`src/rtl/mult_datapath.sv`:
```
// Sequential shift-add multiplier datapath.
// One conditional add-and-shift per clock after a load. Iteration stops early
// once the multiplier register runs out of set bits. Signed operands are
// multiplied as magnitudes, and the product is negated when the signs differ.
module mult_datapath #(
  parameter int DW = 16
) (
  input  logic            clk,
  input  logic            rst,
  input  logic            l_s,
  input  logic [DW-1:0]   multiplicand,
  input  logic [DW-1:0]   multiplier,
  input  logic            signed_mode,
  output logic [2*DW-1:0] product,
  output logic            done
);

  localparam int CW = $clog2(DW) + 1;

  logic [2*DW-1:0] mcand_q, mcand_d;
  logic [DW-1:0]   mplier_q, mplier_d;
  logic [2*DW-1:0] acc_q, acc_d;
  logic [CW-1:0]   count_q, count_d;
  logic            neg_q, neg_d;
  logic            busy_q, busy_d;
  logic [2*DW-1:0] product_q, product_d;
  logic            done_q, done_d;

  logic [DW-1:0]   mag_a, mag_b;
  logic            finish;

  // Operand magnitudes. -2^(DW-1) maps to 2^(DW-1), which still fits in DW unsigned bits.
  always_comb begin
    mag_a = multiplicand;
    mag_b = multiplier;
    if (signed_mode && multiplicand[DW-1]) mag_a = '0 - multiplicand;
    if (signed_mode && multiplier[DW-1])   mag_b = '0 - multiplier;
  end

  assign finish = (mplier_q == '0) || (count_q == CW'(DW));

  // Next state: a load takes priority in any state; otherwise step while busy.
  always_comb begin
    mcand_d   = mcand_q;
    mplier_d  = mplier_q;
    acc_d     = acc_q;
    count_d   = count_q;
    neg_d     = neg_q;
    busy_d    = busy_q;
    product_d = product_q;
    done_d    = done_q;
    if (l_s) begin
      mcand_d   = {{DW{1'b0}}, mag_a};
      mplier_d  = mag_b;
      neg_d     = signed_mode & (multiplicand[DW-1] ^ multiplier[DW-1]);
      acc_d     = '0;
      count_d   = '0;
      product_d = '0;
      done_d    = 1'b0;
      busy_d    = 1'b1;
    end else if (busy_q) begin
      if (finish) begin
        product_d = neg_q ? ('0 - acc_q) : acc_q;
        done_d    = 1'b1;
        busy_d    = 1'b0;
      end else begin
        if (mplier_q[0]) acc_d = acc_q + mcand_q;
        mcand_d  = mcand_q << 1;
        mplier_d = mplier_q >> 1;
        count_d  = count_q + CW'(1);
      end
    end
  end

  // State registers with asynchronous active-low clear.
  always_ff @(posedge clk or negedge rst) begin
    if (!rst) begin
      mcand_q   <= '0;
      mplier_q  <= '0;
      acc_q     <= '0;
      count_q   <= '0;
      neg_q     <= 1'b0;
      busy_q    <= 1'b0;
      product_q <= '0;
      done_q    <= 1'b0;
    end else begin
      mcand_q   <= mcand_d;
      mplier_q  <= mplier_d;
      acc_q     <= acc_d;
      count_q   <= count_d;
      neg_q     <= neg_d;
      busy_q    <= busy_d;
      product_q <= product_d;
      done_q    <= done_d;
    end
  end

  assign product = product_q;
  assign done    = done_q;

endmodule
```
`config.mk`:
```
export PLATFORM = sky130hd
export DESIGN_NAME = mult_datapath
export DESIGN_NICKNAME = d
export VERILOG_FILES = /design/src/rtl/mult_datapath.sv
export SDC_FILE = /design/constraint.sdc
export NUM_CORES = 1
export LEC_CHECK = 0
export ABC_AREA = 1
export CORE_ASPECT_RATIO = 0.7
export CORE_MARGIN = 3
export CORE_UTILIZATION = 50
export CTS_BUF_LIST = sky130_fd_sc_hd__clkbuf_8
export DETAILED_ROUTE_END_ITERATION = 10
export MAX_ROUTING_LAYER = met4
export PLACE_DENSITY_LB_ADDON = 0.2
export SLEW_MARGIN = 10
export SYNTH_ARGS = -nofsm -noshare
export SYNTH_HDL_FRONTEND = slang
export SYNTH_SLANG_ARGS = --single-unit
```
`constraint.sdc`:
```
create_clock -name clk -period 2.33 [get_ports clk]
set_input_delay 0.233 -clock clk [delete_from_list [all_inputs] [get_ports clk]]
set_output_delay 0.233 -clock clk [all_outputs]
set_load 0.03 [all_outputs]
```
Word-level counts from Yosys, hierarchy flattened
Cells that the tools add are included.
{"block": "totals", "inputBits": 36, "word_cells": 52, "reg_bits": 120, "output_inout_bits": 33}
{"block": "op_classes", "bitwise_logic": 2, "mux": 25, "reduce_logical": 10, "n_eq_ne": 2, "add_sub_neg": 5}
{"op": "$mux 32", "n": 11}
{"op": "$mux 16", "n": 5}
{"op": "$add 32x32->32", "n": 1}
{"op": "$sub 1x16->16 const A", "n": 2}
{"op": "$sub 1x32->32 const A", "n": 1}
{"op": "$logic_not 16->1", "n": 1}
{"op": "$mux 5", "n": 3}
{"op": "$mux 1", "n": 6}
{"op": "$reduce_bool 2->1", "n": 3}
{"op": "$add 5x1->5 const B", "n": 1}
{"op": "$eq 5x5->1 const B", "n": 1}
{"op": "$reduce_and 2->1", "n": 2}
{"op": "$reduce_and 3->1", "n": 1}
{"op": "$logic_and 1x1->1", "n": 2}
{"op": "$ne 2x2->1 const B", "n": 1}
{"op": "$and 1x1->1", "n": 1}
{"op": "$logic_or 1x1->1", "n": 1}
{"op": "$xor 1x1->1", "n": 1}

Depth between registers and ports, before layout
{"block": "logic_depth", "ltp_word": 5, "ltp_mapped": 14, "depth_no_buf": 14}

Worst setup path before layout
No wires, ideal clock.
{"block": "synth_timing", "kind": "reg-to-reg", "start": "reg mcand_q[0]", "end": "reg acc_q[24]", "setup_ns": 0.117, "setup_slack_ns": 0.549, "required_ns": 2.213, "period_less_slack_ns": 1.781, "t_arrival_ns": 1.664, "path_stages_with_launch": 14, "n_path_buf": 0, "cell_sequence": "dfrtp_1 -> ha_1 -> inv_1 -> fa_1 -> inv_1 -> nand3_1 -> nand3_1 -> nand2_1 -> nand2_1 -> nand2_1 -> nand3_1 -> nand2_1 -> nand3_1 -> nand2_1"}
{"block": "synth_via", "elab_chain_len": 5}
{"item": "from (decl)", "line_no": "20", "source": "logic [2*DW-1:0] mcand_q, mcand_d;"}
{"item": "from (signal assigned)", "line_no": "87", "source": "mcand_q <= mcand_d;"}
{"item": "$add 32x32->32", "line_no": "67", "source": "if (mplier_q[0]) acc_d = acc_q + mcand_q;"}
{"item": "$mux 32", "line_no": "67"}
{"item": "$mux 32", "line_no": "62", "source": "if (finish) begin"}
{"item": "$mux 32", "line_no": "61", "source": "end else if (busy_q) begin"}
{"item": "$mux 32", "line_no": "52", "source": "if (l_s) begin"}
{"item": "to (signal assigned)", "line_no": "80", "source": "acc_q <= '0;"}
{"item": "to (signal assigned)", "line_no": "89", "source": "acc_q <= acc_d;"}
{"item": "to (decl)", "line_no": "22", "source": "logic [2*DW-1:0] acc_q, acc_d;"}
Every way passes these cells. The select of a mux whose other input is x is not followed.
A chain may end at the register's enable or synchronous reset.

Worst setup path after layout
{"block": "layout_timing", "start": "reg mcand_q[0]", "end": "reg acc_q[22]"}
The elaborated chain is that of the path after synthesis.

==> run_results.csv <==
group,metric,value,unit
cells_and_area,antenna_cells,0,
clock_network,cts_root_buf,"clkbuf_8",
worst_setup_path,crit_top_cell,"nand2_1",
timing,grt_setup_unrepaired,"false",
clock_network,cts_max_level,4,
synthesis,yosys.area.top_type,"dfrtp_1",
global_routing,grt_pass1_vias,8131,
worst_setup_path,path_cells,"ha_2 -> inv_1 -> fa_1 -> inv_1 -> nand2_1 -> nand3_1 -> nand2_1 -> nand2_1 -> nand2_1 -> nand2_1 -> nand2_1 -> nand3_1 -> nand2_1",
global_routing,grt_max_degree,45,
floorplanning,die_height,119,microns
clock_network,clk_pin_slew,0.09,ns
floorplanning,die_area,20100,sq um
cells_and_area,nets,1560,
synthesis,ys_top_cells_by_area,"dfrtp_1, nand2_1, inv_1",
timing,fin_crit_sh,91.7,%
placed_design,placed_area,10100,sq um
global_routing,grt.overflow.total,0,
synthesis,synth-edff-count,0,
clock_network,cts_buffers,17,
cells_and_area,ff_latch_area,3000,sq um
power_and_ir_drop,vdd_drop_max,0.000358,V
timing,max_freq,468,MHz
timing,slew_headroom,62.8,%
placed_design,pre_cts_ws,0.137,ns
drt,ant_nets,0,
power_and_ir_drop,leakage,5.64,nW
drt,post_drt_via_cell_ratio,5.21,
clock_network,clk_latency,0.47,ns
clock_network,cts_sinks,120,
synthesis,ys_warn_count,0,
global_routing,antenna_found_initial,0,
cells_and_area,multi_input_area,5180,sq um
hold_path,min_path_type,"in2async",
power_and_ir_drop,p_per_area,602,nW/um^2
synthesis,synth_ff_type,"dfrtp_1",
drt,routedWlPerCell,14.9,microns
synthesis,synth-seq-cells,120,
placed_design,place_congestion,0.970,
synthesis,syn_avg_cell_area,6.50,sq um
timing,period_needed,2.14,ns
synthesis,synthesis.area,9190,sq um
worst_setup_path,critical_path_buf_inv_count,2,
cells_and_area,fin_util,59.8,%
timing,maxSlewViolCount,0,
worst_setup_path,crit_path_top_delay_cell,"fa_1",
timing,fin_ws,0.194,ns
floorplanning,fp-row-count,40,
worst_setup_path,crit_family,"simple AND/OR/NAND/NOR gates",
outcome,status,"finished clean",
timing,finalSetupViolCount,0,
synthesis,synthArstFlopShare,100,%
worst_setup_path,rr_worst_depth,13,
drt,first_iter_violations,832,
timing,worst_pin_slew,0.558,ns
drt,drt_wl_total,25800,microns
cells_and_area,fill_cells,1661,
drt,drcViolationCount,0,
floorplanning,ios,69,
timing,hold_viol_final,0,
floorplanning,core-area,17600,sq um
worst_setup_path,worstSetupStartpointType,"register",
clock_network,post_cts_buffers,0,
worst_setup_path,slowest_delay,0.41,ns
clock_network,cts_tree,"done",
synthesis,syn_inst,1414,
worst_setup_path,required,2.69,ns
timing,finClkSkew,0.0203,ns
global_routing,grt_usage,26.8,%
clock_network,cts_buffer_depth,2,
placed_design,io_buffers,68,
synthesis,ys_types,45,
worst_setup_path,critPathKind,"reg2reg",
cells_and_area,drive_gt1_share,7.00,%
drt,first_pass_iters,6,
floorplanning,start_util,52.3,%
job,cap_violations,0,
synthesis,syn_nets,1487,
floorplanning,die_w,168,microns
synthesis,seq_area_frac_synth,32.7,%
worst_setup_path,cp_data_arrival_time,2.50,ns
global_routing,grt_pass1_wl,42400,microns
synthesis,netlist_top_cells_count,"nand2_1, inv_1, nand3_1",
cells_and_area,synthToLayoutAreaGrowth,14.3,%
synthesis,yosysMostFrequentCell,"nand2_1",
worst_setup_path,cp_max_fo,4,
synthesis,synth_top_area_share,32.7,%
cells_and_area,design_area,10500,sq um
placed_design,dp.final_hpwl,19700,microns
timing,tns,0,ns
worst_setup_path,crit_cells,13,
worst_setup_path,end_kind,"register",
drt,detailroute.via_count,9015,
[final timing paths]
kind	slack, ns	startpoint	to
worst max-delay path	0.19	mcand_q[0]	acc_q[22]
worst min-delay path	0.30	rst	mcand_q[4]
worst max register to register	0.19	mcand_q[0]	acc_q[22]
worst min register to register	0.48	product[4]	product[4]
max in group asynchronous	1.39	rst	acc_q[28]
min in group clk	0.39	multiplicand[0]	mcand_q[0]
[routing by layer]
| layer | global-route usage (%) | routed length, microns | vias to the layer above | part of all wire [%] |
|---|---|---|---|---|
| met2 | 36.6 | 10300 | 325 | 40 |
| met5 | - | 0 | - | 0 |
| met4 | 6.90 | 410 | 0 | 1.6 |
| met3 | 5.04 | 2030 | 29 | 7.9 |
| li1 | - | - | 4624 | - |
| met1 | 40.6 | 13000 | 4037 | 51 |
[power breakdown]
| part | total [W] | leakage [nW] | switching (W) | internal, W |
|---|---|---|---|---|
| registers | 0.00236 | 1.59 | 0.000154 | 0.00221 |
| logic | 0.00187 | 3.84 | 0.00126 | 0.000617 |
| clock network | 0.00209 | 0.209 | 0.000995 | 0.00109 |
[metrics by stage]
step                total power (W)  cells  hold slack (ns)
global route                0.00670   1731            0.340
global placement            0.00421   1698            0.241
finish                      0.00632   1731            0.295
CTS                         0.00632   1731            0.310
detailed placement          0.00423   1698            0.239
floorplan                   0.00367   1414          -0.0626
[flip-flops by register name, indices dropped and copies added (netlist names)]
| name | count |
|---|---|
| acc_q | 32 |
| busy_q | 1 |
| count_q | 5 |
| done | 1 |
| mcand_q | 32 |
| mplier_q | 16 |
| neg_q | 1 |
| product | 32 |
[cell usage in the layout (no fill, tap or decap), types with 3 or more instances in the layout]
master	n
a21oi_1	38
buf_4	18
bufinv_16	3
clkbuf_8	18
clkdlybuf4s50_1	67
clkinv_2	3
clkinv_4	4
dfrtp_1	120
ha_1	35
inv_1	191
inv_2	6
nand2_1	526
nand2_2	9
nand2_4	3
nand3_1	135
nand3_2	3
nand3b_1	6
nand4_1	12
nor2_1	117
nor2_2	7
nor3_1	7
o211ai_1	9
o21ai_0	62
o21ai_1	14
o21ai_2	14
o21bai_1	5
o31ai_1	9
xnor2_1	3
xor2_1	26
[logic make-up (layout without fill, tap and decap cells)]
group | count (synthesis) | in the layout | share of synthesized area (%)
AND/OR/NAND/NOR | 835 | 835 | 38.4
buffers and inverters | 235 | 321 | 11.1
AO/OA/AOI/OAI | 158 | 158 | 10.0
flip-flops | 120 | 120 | 32.7
adder cells (fa/ha/maj) | 37 | 37 | 5.12
XOR/XNOR | 29 | 29 | 2.76
[cell type report]
type / instances / area share, %
Inverter: 201 / 7.23
Timing Repair Buffer: 88 / 8.14
Clock buffer: 18 / 2.36
Sequential cell: 120 / 28.6
Clock inverter: 14 / 1.64
Tap cell: 231 / 2.75
Multi-Input combinational cell: 1059 / 49.3
[worst reg2reg max path: cells and delay by family (launching register included)]
family                     cells  cell delay [ns]
and+or+nand+nor                9             0.86
adders and majority gates      2             0.63
DFF                            1             0.36
buffers and inverters          2             0.19
[repair_timing]
action | 4_1_cts | 5_1_grt
endpoints found under the setup margin | 0 | 6
gates resized for setup | 0 | 3
hold buffers | 1 | 0
hold endpoints to repair | 34 | 0
No activity file was read; power rests on OpenSTA's default activity.
